## config.mk

```make
export PLATFORM = sky130hd
export DESIGN_NAME = arbitro_escrita_regs
export DESIGN_NICKNAME = d
export VERILOG_FILES = /design/src/rtl/sica_pkg.sv /design/src/rtl/fila_escrita.sv /design/src/rtl/arbitro_escrita_regs.sv
export SDC_FILE = /design/constraint.sdc
export NUM_CORES = 1
export LEC_CHECK = 0
export BUFFER_PORTS_ARGS = -buffer_cell sky130_fd_sc_hd__buf_2
export CAP_MARGIN = 25
export CORE_AREA = 2 2 106 160
export CTS_BUF_LIST = sky130_fd_sc_hd__clkbuf_16
export DETAILED_ROUTE_END_ITERATION = 6
export DIE_AREA = 0 0 108 162
export PLACE_DENSITY = 0.76
export SLEW_MARGIN = 0
export SYNTH_ARGS = -nofsm -noshare
export SYNTH_HDL_FRONTEND = slang
export SYNTH_SLANG_ARGS = --single-unit
```

## constraint.sdc

```tcl
create_clock -name clock -period 4.6 [get_ports clock]
set_input_delay 0.69 -clock clock [delete_from_list [all_inputs] [get_ports clock]]
set_output_delay 0.69 -clock clock [all_outputs]
set_load 0.005 [all_outputs]
```

## src/rtl/sica_pkg.sv

```systemverilog
// sica_pkg: shared widths and register-write record for the register bank write path
package sica_pkg;
  localparam int REG_ADDR_W = 5;
  localparam int DATA_W = 32;
  typedef struct packed {
    logic [REG_ADDR_W-1:0] addr;
    logic [DATA_W-1:0]     data;
  } wr_t;
endpackage

```

## src/rtl/fila_escrita.sv

```systemverilog
// fila_escrita: synchronous write FIFO exposing every slot and its valid bit for hazard checks
module fila_escrita
  import sica_pkg::*;
#(
  parameter int DEPTH = 2,
  localparam int AW = $clog2(DEPTH)
) (
  input  logic                  clock,
  input  logic                  reset,
  input  logic                  push,
  input  logic                  pop,
  input  wr_t                   din,
  output wr_t                   dout,
  output logic                  full,
  output logic                  empty,
  output logic [AW:0]           count,
  output wr_t [DEPTH-1:0]       entries,
  output logic [DEPTH-1:0]      valid
);
  wr_t [DEPTH-1:0] mem_q, mem_d;
  logic [AW-1:0] wr_q, wr_d, rd_q, rd_d;
  logic [AW:0] cnt_q, cnt_d;
  logic push_ok, pop_ok;
  always_comb begin
    full = cnt_q == (AW+1)'(DEPTH);
    empty = cnt_q == '0;
    push_ok = push && !full;
    pop_ok = pop && !empty;
    wr_d = wr_q + AW'(push_ok);
    rd_d = rd_q + AW'(pop_ok);
    cnt_d = cnt_q + (AW+1)'(push_ok) - (AW+1)'(pop_ok);
    mem_d = mem_q;
    if (push_ok) mem_d[wr_q] = din;
  end
  always_ff @(posedge clock or posedge reset) begin
    if (reset) begin
      mem_q <= '0;
      wr_q <= '0;
      rd_q <= '0;
      cnt_q <= '0;
    end else begin
      mem_q <= mem_d;
      wr_q <= wr_d;
      rd_q <= rd_d;
      cnt_q <= cnt_d;
    end
  end
  // a slot is live when its distance from the read pointer is below the occupancy
  for (genvar i = 0; i < DEPTH; i++) begin : g_valid
    logic [AW-1:0] off;
    assign off = AW'(i) - rd_q;
    assign valid[i] = {1'b0, off} < cnt_q;
  end
  assign dout = mem_q[rd_q];
  assign count = cnt_q;
  assign entries = mem_q;
endmodule

```

## src/rtl/arbitro_escrita_regs.sv

```systemverilog
// arbitro_escrita_regs: merges ALU and load writebacks onto the bank write port, tracks pending loads, drives decode stall
module arbitro_escrita_regs
  import sica_pkg::*;
#(
  parameter int ALU_FIFO_DEPTH = 2,
  parameter int MAX_WAIT = 4
) (
  input  logic                            clock,
  input  logic                            reset,
  input  logic                            alu_valid,
  output logic                            alu_ready,
  input  logic [4:0]                      alu_addr,
  input  logic [31:0]                     alu_data,
  input  logic                            mem_valid,
  output logic                            mem_ready,
  input  logic [4:0]                      mem_addr,
  input  logic [31:0]                     mem_data,
  input  logic                            pend_set,
  input  logic [4:0]                      pend_addr,
  input  logic [4:0]                      rs,
  input  logic [4:0]                      rt,
  output logic                            stall,
  output logic                            we,
  output logic [4:0]                      waddr,
  output logic [31:0]                     wdata,
  output logic [$clog2(ALU_FIFO_DEPTH):0] fifo_count
);
  localparam int SW = $clog2(MAX_WAIT + 1);
  wr_t alu_req, mem_req, head, cand, out_q, out_d;
  wr_t [ALU_FIFO_DEPTH-1:0] entries;
  logic [ALU_FIFO_DEPTH-1:0] ent_valid;
  logic fifo_full, fifo_empty, push, pop, bypass, mem_win, alu_win, q_hit;
  logic we_q, we_d;
  logic [SW-1:0] starve_q, starve_d;
  logic [31:0] pend_q, pend_d;
  fila_escrita #(.DEPTH(ALU_FIFO_DEPTH)) u_fila (
    .clock   (clock),
    .reset   (reset),
    .push    (push),
    .pop     (pop),
    .din     (alu_req),
    .dout    (head),
    .full    (fifo_full),
    .empty   (fifo_empty),
    .count   (fifo_count),
    .entries (entries),
    .valid   (ent_valid)
  );
  assign alu_req = '{addr: alu_addr, data: alu_data};
  assign mem_req = '{addr: mem_addr, data: mem_data};
  always_comb begin
    alu_ready = !fifo_full;
    mem_ready = !(starve_q == SW'(MAX_WAIT) && !fifo_empty);
    mem_win = mem_valid && mem_ready;
    bypass = fifo_empty && alu_valid && !mem_win;
    pop = !mem_win && !fifo_empty;
    push = alu_valid && !fifo_full && !bypass;
    alu_win = pop || bypass;
    cand = fifo_empty ? alu_req : head;
    starve_d = (fifo_empty || alu_win) ? '0 : (starve_q == SW'(MAX_WAIT)) ? starve_q : starve_q + SW'(1);
    we_d = mem_win || alu_win;
    out_d = mem_win ? mem_req : alu_win ? cand : out_q;
    // set is applied after clear so a same-cycle set survives
    pend_d = (pend_q & ~(mem_win ? 32'(1) << mem_addr : 32'(0))) | (pend_set ? 32'(1) << pend_addr : 32'(0));
  end
  always_ff @(posedge clock or posedge reset) begin
    if (reset) begin
      we_q <= 1'b0;
      out_q <= '0;
      starve_q <= '0;
      pend_q <= '0;
    end else begin
      we_q <= we_d;
      out_q <= out_d;
      starve_q <= starve_d;
      pend_q <= pend_d;
    end
  end
  always_comb begin
    q_hit = 1'b0;
    for (int i = 0; i < ALU_FIFO_DEPTH; i++)
      q_hit = q_hit | (ent_valid[i] && (entries[i].addr == rs || entries[i].addr == rt));
    stall = pend_q[rs] | pend_q[rt] | q_hit | (we_q && (out_q.addr == rs || out_q.addr == rt));
  end
  assign we = we_q;
  assign waddr = out_q.addr;
  assign wdata = out_q.data;
endmodule

```

# ---- After elaboration in Yosys (flattened, before gate mapping)
# Cells that the tools add are included.
dict set report word_totals {
  reg_bits 151
  inputBits 94
  out_inout_bits 43
  wordCells 86
}
dict set report classes {
  n_addsub 7
  order_cmp 7
  eq_ne 9
  shift 2
  muxes 16
  bitwise_logic 7
  reduce_logical 26
}
# operator n
set ops {}
lappend ops {{$mux W37} 6}
lappend ops {{$bwmux W74} 1}
lappend ops {{$mux W32} 2}
lappend ops {{$shl A1 B5 Y32 const A} 2}
lappend ops {{$demux W37 S1} 1}
lappend ops {{$and A32 B32 Y32} 1}
lappend ops {{$not A32 Y32} 1}
lappend ops {{$or A32 B32 Y32} 1}
lappend ops {{$eq A5 B5 Y1} 6}
lappend ops {{$logic_and A1 B1 Y1} 13}
lappend ops {{$lt A5 B6 Y1 const B} 2}
lappend ops {{$bmux W1 S5} 2}
lappend ops {{$logic_or A1 B1 Y1} 6}
lappend ops {{$mux W3} 2}
lappend ops {{$logic_not A1 Y1} 5}
lappend ops {{$lt A1 B2 Y1} 2}
lappend ops {{$lt A1 B2 Y1 const B} 2}
lappend ops {{$or A1 B1 Y1} 4}
lappend ops {{$add A3 B1 Y3 const B} 1}
lappend ops {{$eq A3 B3 Y1 const B} 1}
lappend ops {{$add A1 B1 Y1} 2}
lappend ops {{$add A2 B1 Y2} 1}
lappend ops {{$eq A2 B2 Y1 const B} 1}
lappend ops {{$logic_not A2 Y1} 1}
lappend ops {{6 further kinds} 8}

# ---- Depth between registers and ports, before layout
# Gate-level depths: netlist (run 1).
dict set report depth {
  word_depth 12
  ltp_mapped 12
  mapped_depth_nobuf 10
}

# ---- Modules after synthesis
# From an unflattened synthesis (run 1), not the netlist that was laid out.
dict set report unflattened {
  cells_unflattened 705
  hier_area_um2 7970.1
}
# mod n_inst cells_each area_per_inst_um2 seq_area_each_um2
set modules_own_cells {}
lappend modules_own_cells {arbitro_escrita_regs 1 484 4464.3 1826.8}
lappend modules_own_cells {fila_escrita 1 221 3505.9 1951.9}

# ---- Worst setup path before layout (run 1)
# No wires, ideal clock.
dict set report synth_timing {
  path_type {in2reg}
  startpoint {in mem_valid}
  endpoint {reg u_fila.mem_q (netlist bit u_fila.entries[37])}
  setup_ps 125
  t_arrival_ps 2672
  slack_ps 1804
  cell_stages 8
  path_cell_list {or3_1 > clkbuf_1 > clkbuf_1 > and3_1 > ha_1 > clkbuf_1 > clkbuf_1 > mux2_2}
}
dict set report synth_via {
  elab_chain_cells 6
}
# item line
set synth_lines {}
lappend synth_lines {{from (decl)} arbitro_escrita_regs.sv:14} ;# input logic mem_valid,
lappend synth_lines {{$logic_and A1 B1 Y1} arbitro_escrita_regs.sv:54} ;# mem_win = mem_valid && mem_ready;
lappend synth_lines {{$logic_not A1 Y1} arbitro_escrita_regs.sv:55} ;# bypass = fifo_empty && alu_valid && !mem_win;
lappend synth_lines {{$logic_and A1 B1 Y1} arbitro_escrita_regs.sv:55}
lappend synth_lines {{$logic_not A1 Y1} arbitro_escrita_regs.sv:57} ;# push = alu_valid && !fifo_full && !bypass;
lappend synth_lines {{$logic_and A1 B1 Y1} arbitro_escrita_regs.sv:57}
lappend synth_lines {{$logic_and A1 B1 Y1} fila_escrita.sv:27} ;# push_ok = push && !full;
lappend synth_lines {{to (signal assigned)} fila_escrita.sv:42} ;# mem_q <= mem_d;
lappend synth_lines {{to (decl)} fila_escrita.sv:20} ;# wr_t [DEPTH-1:0] mem_q, mem_d;
# Every way passes these cells.
# A chain may end at the register's enable or synchronous reset.

# ---- Worst setup path after layout (run 1)
dict set report layout_timing {
  startpoint {in rt[0]}
  endpoint {out stall}
}
dict set report layout_via {
  elab_chain_cells 6
  elab_cells_between_ends 15
}
# item line
set layout_lines {}
lappend layout_lines {{from (decl)} arbitro_escrita_regs.sv:21} ;# input logic [4:0] rt,
lappend layout_lines {{branches (longest 5 deep; another with $bmux W1 S5)} n/a}
lappend layout_lines {{$or A1 B1 Y1 (*)} arbitro_escrita_regs.sv:83} ;# stall = pend_q[rs] | pend_q[rt] | q_hit | (we_q && (out_q.addr == rs || out_q.addr == rt));
lappend layout_lines {{to (decl)} arbitro_escrita_regs.sv:22} ;# output logic stall,
# Every way passes the cells marked *. The select of a mux whose other input is x is not followed.

==> results of run 1 <==
[state kept, by name (all words and copies together), names as in the netlist]
signal          cells
pend_q             32
starve_q            3
u_fila.count        2
u_fila.entries     74
u_fila.rd_q         1
u_fila.wr_q         1
waddr               5
wdata              32
we                  1
[synthesized netlist by cell type (3+ instances only)]
cell type / instances
ha_1: 6
nand3_1: 9
nand3b_1: 6
mux2_2: 100
xnor2_1: 14
clkbuf_1: 28
a211oi_1: 13
o21ai_0: 64
and3_1: 3
nand2_1: 15
mux2i_1: 30
a21oi_1: 15
a222oi_1: 24
or3_1: 3
a21o_1: 13
mux4_2: 7
xor2_1: 20
inv_1: 11
dfrtp_1: 151
nor2_1: 69
nor3_1: 8
a22oi_1: 5
a311oi_1: 5
nand2b_1: 27
buf_2: 15
nor2b_1: 5
[final cells by class]
class                      instances  share of cell area (%)
tap                              206                   2.830
inverter                          12                  0.5358
timing repair buffer             143                   8.188
sequential                       151                   41.50
clock inverter                    14                   1.484
clock buffer                      17                   4.671
multi-input combinational        481                   40.79
[worst paths after layout]
kind / start / endpoint / slack, ns / depth (start not counted)
setup / recovery: rt[0] / stall / 1.38 / 7
hold / removal: reset / wdata[23] / 0.47 / 3
setup reg to reg: u_fila.count[1] / u_fila.entries[30] / 1.74 / 4
hold reg to reg: wdata[30] / wdata[30] / 0.47 / 1
max in group asynchronous: reset / u_fila.entries[73] / 3.46 / 3
min in group clock: wdata[30] / wdata[30] / 0.47 / 1
[metal layers]
layer	vias to the layer above	global-route usage [%]	wire length, um
met5	-	0	0
met4	0	9.324	456
met3	34	3.531	754
met2	179	40.85	10330
met1	2985	27.47	7870
li1	2737	-	-
[cells by family (layout without fill, tap and decap cells)]
kind of cell	Yosys count	count (layout)
AND/OR/NAND/NOR	157	157
buffers and inverters	60	186
adder cells (fa/ha/maj)	6	6
XOR/XNOR	34	34
AO/OA/AOI/OAI	147	147
multiplexers	137	137
flip-flops	151	151
[per-stage QoR]
step / area (um^2) / hold slack [ns] / util (%) / cells
6_report: 9107 / 0.4719 / 56.76 / 1024
5_1_grt: 9107 / 0.4956 / 56.76 / 1024
4_1_cts: 9107 / 0.4739 / 56.76 / 1024
3_5_place_dp: 8547 / 0.4635 / 53.26 / 993
3_3_place_gp: 8547 / 0.4540 / 53.26 / 993
2_1_floorplan: 7754 / 0.4428 / - / 692
[power by group]
part           total (mW)  switching, mW  internal [mW]
clock network        1.32          0.607          0.713
registers            2.37          0.441           1.93
logic                1.99          0.877           1.11
[critical path: cells and delay by family]
family                 cells  cell delay [ns]
AOI/OAI and AO/OA          2             0.56
muxes                      1             0.55
buffers and inverters      2             0.46
and+or+nand+nor            2             0.25
==> results.json, run 1 <==
{
  "rows": 57,
  "path_class": "primary input to output pin",
  "drt_iter0_drc": 447,
  "drc": 2,
  "fillers": 1363,
  "slew_headroom_pct": 34.88,
  "cts_buffers": 17,
  "final-seq-area_mm2": 0.003780,
  "yosys-top-cells-area": "dfrtp_1 (49%), mux2_2 (15%), o21ai_0 (4.1%)",
  "wl_per_cell_um": 18.96,
  "dp.final_hpwl_um": 13610,
  "power_density_mw_per_mm2": 622.9,
  "crit_path_cell_trace": "buf_2 > mux4_2 > nand3_1 > o31ai_1 > a2111oi_0 > nand4_1 > buf_2",
  "post_cts_buffers": 0,
  "yosysTopAreaCellShare_pct": 48.76,
  "clock_path_buffers": 2,
  "rsz0062_at_grt": "false",
  "drive_above_1_share_pct": 35.82,
  "pre_cts_ws_ns": 1.356,
  "yosysSeqAreaShare_pct": 48.76,
  "syn_inst": 692,
  "max-vdd-ir-drop_v": 0.0003305,
  "synth-edff-count": 0,
  "die_h_um": 162,
  "finalSetupViolations": 0,
  "drv_slew": 0,
  "htree_levels": 4,
  "synthesis.area_mm2": 0.007750,
  "cts.sinks": 151,
  "final-hold-violation-count": 0,
  "postSynthAreaPerCell_um2": 11.20,
  "startpoint_type": "primary input",
  "p_leak_nw": 4.049,
  "synth_xor_area_share_pct": 3.842,
  "worst_pin_slew_ns": 0.9767,
  "num_io_pins": 137,
  "synthMuxAreaShare_pct": 20.44,
  "place.gp.congestion": 0.8419,
  "die-area_mm2": 0.01750,
  "synth-simple-area-share_pct": 9.929,
  "grt_pass1_vias": 6138,
  "via_per_inst": 5.796,
  "synth_fa_ha_area_share_pct": 0.9687,
  "grtUsageTotal_pct": 22.96,
  "clock_latency_ns": 0.42,
  "drv_cap": 0,
  "wirelength_um": 19410,
  "critPathMaxStageDelay_ns": 0.55,
  "timing.final.crit_share_pct": 69.96,
  "die_w_um": 108,
  "antenna_found_initial": 0,
  "crit_arrival_ns": 2.53,
  "finalNetCount": 906,
  "cts_hold_buffers": 0,
  "drt_pre_antenna_iters": 7,
  "post_cts_resized": 0,
  "fin_ws_ns": 1.382,
  "synth_compound_area_share_pct": 12.63,
  "cpMostUsedCell": "buf_2",
  "max_freq_mhz": 310.7,
  "core_mm2": 0.01605,
  "final_cell_mix": "dfrtp_1 (150), buf_2 (136), mux2_2 (100)",
  "fin_tns_setup_ns": 0,
  "grt_max_degree": 152,
  "yosysWarnings": 0,
  "hp-class": "primary input to asynchronous set/reset pin",
  "diodes": 0,
  "yosys.area.top_type": "dfrtp_1",
  "grt_pass1_wl_um": 31110,
  "synth_top_family_by_area": "multiplexers",
  "clk_pin_slew_worst_paths_ns": 0.07,
  "synth-async-reset-ratio_pct": 100.0,
  "slowest_stage": "mux4_2",
  "status": "finished with violations",
  "cts_tree": "yes",
  "area_growth_pct": 17.52,
  "ys.flop_type": "dfrtp_1",
  "synth_nets": 792,
  "fin_skew_ns": 0.01344,
  "cp.required_ns": 3.91,
  "layout_commonest_cell": "dfrtp_1",
  "start_util_pct": 48.30,
  "grt_overflow": 0,
  "cts_root_buf": "clkbuf_16",
  "violations": "design-rule violations",
  "io_buffer_count": 136,
  "synth.distinct_cells": 45,
  "num_vias": 5935,
  "ant_nets": 0,
  "multiInputGateArea_mm2": 0.003715,
  "endpoint_kind": "output pin",
  "cp_max_fo": 12,
  "ys_ff_latch": 151,
  "total_power_mw": 5.673,
  "period_minus_slack_ns": 3.218
}
Power figures use the tool's default switching activity.
==> run 2, diff against run 1 <==
==> constraint.sdc (replaced) <==
create_clock -name clock -period 2.79 [get_ports clock]
set_input_delay 0.4185 -clock clock [delete_from_list [all_inputs] [get_ports clock]]
set_output_delay 0.4185 -clock clock [all_outputs]
set_load 0.005 [all_outputs]
==> results.json, run 2 (synthesized netlist as in run 1, its figures left out) <==
{
  "pre_cts_ws_ns": 0.2760,
  "drc": 4,
  "dp_cells": 1003,
  "dp.final_hpwl_um": 13960,
  "rows": 57,
  "finalNetCount": 916,
  "final-hold-violation-count": 0,
  "htree_levels": 4,
  "area_growth_pct": 19.83,
  "rr_worst_depth": 4,
  "die_h_um": 162,
  "num_vias": 6095,
  "cts_buffers": 17,
  "cp.required_ns": 2.37,
  "finalSetupViolations": 0,
  "timing.rr.end": "u_fila.entries[16]",
  "timing.final.crit_share_pct": 92.57,
  "final_area_mm2": 0.009286,
  "wl_per_cell_um": 19.21,
  "cts_tree": "yes",
  "cts_root_buf": "clkbuf_16",
  "cp_max_fo": 9,
  "path_class": "flip-flop to output pin",
  "clock_latency_ns": 0.41,
  "die_w_um": 108,
  "clk_pin_slew_worst_paths_ns": 0.06,
  "clock_path_buffers": 2,
  "place.gp.congestion": 0.8805,
  "worst_pin_slew_ns": 1.044,
  "cts_hold_buffers": 0,
  "num_io_pins": 137,
  "drt_pre_antenna_iters": 7,
  "antenna_found_initial": 1,
  "status": "finished with violations",
  "grt_max_degree": 70,
  "grt_pass1_wl_um": 32010,
  "violations": "design-rule violations",
  "r2r_start": "u_fila.count[1]",
  "power_density_mw_per_mm2": 1052,
  "fillers": 1358,
  "crit_arrival_ns": 2.16,
  "startpoint_type": "flip-flop",
  "grtUsageTotal_pct": 23.61,
  "core_mm2": 0.01605,
  "period_minus_slack_ns": 2.583,
  "io_buffer_count": 136,
  "total_power_mw": 9.772,
  "largest_register_ffs": 74,
  "layout_commonest_cell": "dfrtp_1",
  "fin_skew_ns": 0.008309,
  "r2r_slack_ns": 0.38,
  "fin_util_pct": 57.87,
  "placed_cell_area_mm2": 0.008635,
  "hp-class": "primary input to asynchronous set/reset pin",
  "slew_headroom_pct": 30.37,
  "fin_ws_ns": 0.2074,
  "die-area_mm2": 0.01750,
  "max-vdd-ir-drop_v": 0.0004860,
  "stdcell_count": 1036,
  "final_cell_mix": "dfrtp_1 (150), buf_2 (136), mux2_2 (100)",
  "endpoint_kind": "output pin",
  "wirelength_um": 19910,
  "fin_tns_setup_ns": 0,
  "whs_ns": 0.02931,
  "ant_nets": 0,
  "rsz0062_at_grt": "false",
  "via_per_inst": 5.883,
  "drv_cap": 0,
  "drive_above_1_share_pct": 36.43,
  "drv_slew": 0,
  "post_cts_resized": 0,
  "grt_pass1_vias": 6347,
  "p_leak_nw": 4.149,
  "post_cts_buffers": 0,
  "max_freq_mhz": 387.2,
  "drt_iter0_drc": 521,
  "cts.sinks": 151,
  "start_util_pct": 48.30,
  "grt_overflow": 0
}
-- run 2: cell count changes in the layout (fill, tap and decap cells not counted) --
cell / change
inv_8: -3
clkinv_1: +2
clkinv_4: +1
inv_6: -2
diode_2: +1
clkinv_8: -1
buf_12: +1
bufinv_16: +5
clkinvlp_4: -2
clkinv_2: +1
buf_4: +9
-- run 2: worst max path at each step --
stage	start	to	slack (ns)
after floorplan	u_fila.count[1]	u_fila.entries[37]	0.14
after global placement	rt[0]	stall	0.28
after detailed placement	rt[0]	stall	0.28
after CTS	u_fila.count[0]	stall	0.19
after global routing	u_fila.count[1]	stall	0.13
final	u_fila.count[1]	stall	0.21
-- run 2: worst max-delay path, stage by stage, from the launching register on --
cell	delay (ns)
dfrtp_1	0.54
a21oi_1	0.13
or4_1	0.56
o31ai_1	0.21
a2111oi_0	0.10
nand4_1	0.10
buf_2	0.11
-- run 2: layout make-up --
cell class              count  area, um^2  share of cell area (%)
inverters                  12       48.80                  0.5255
flip-flops and latches    151        3780                   40.70
repair buffers            153       833.3                   8.973
well taps                 206       257.7                   2.776
clock inverters            15       224.0                   2.412
multi-input cells         481        3715                   40.00
clock buffers              17       425.4                   4.581
diodes                      1       2.502                 0.02695
-- run 2: report_power, final --
| part | internal [mW] | switching [mW] | total [mW] |
|---|---|---|---|
| registers | 3.18 | 0.690 | 3.87 |
| logic | 1.86 | 1.53 | 3.39 |
| clock network | 1.59 | 0.917 | 2.51 |
-- run 2: layer usage --
metal,GRT usage (%),vias to the layer above,wire [um]
li1,-,2778,-
met2,41.62,234,10700
met4,10.49,0,579
met1,27.82,3039,7547
met5,0,-,0
met3,4.133,44,1079
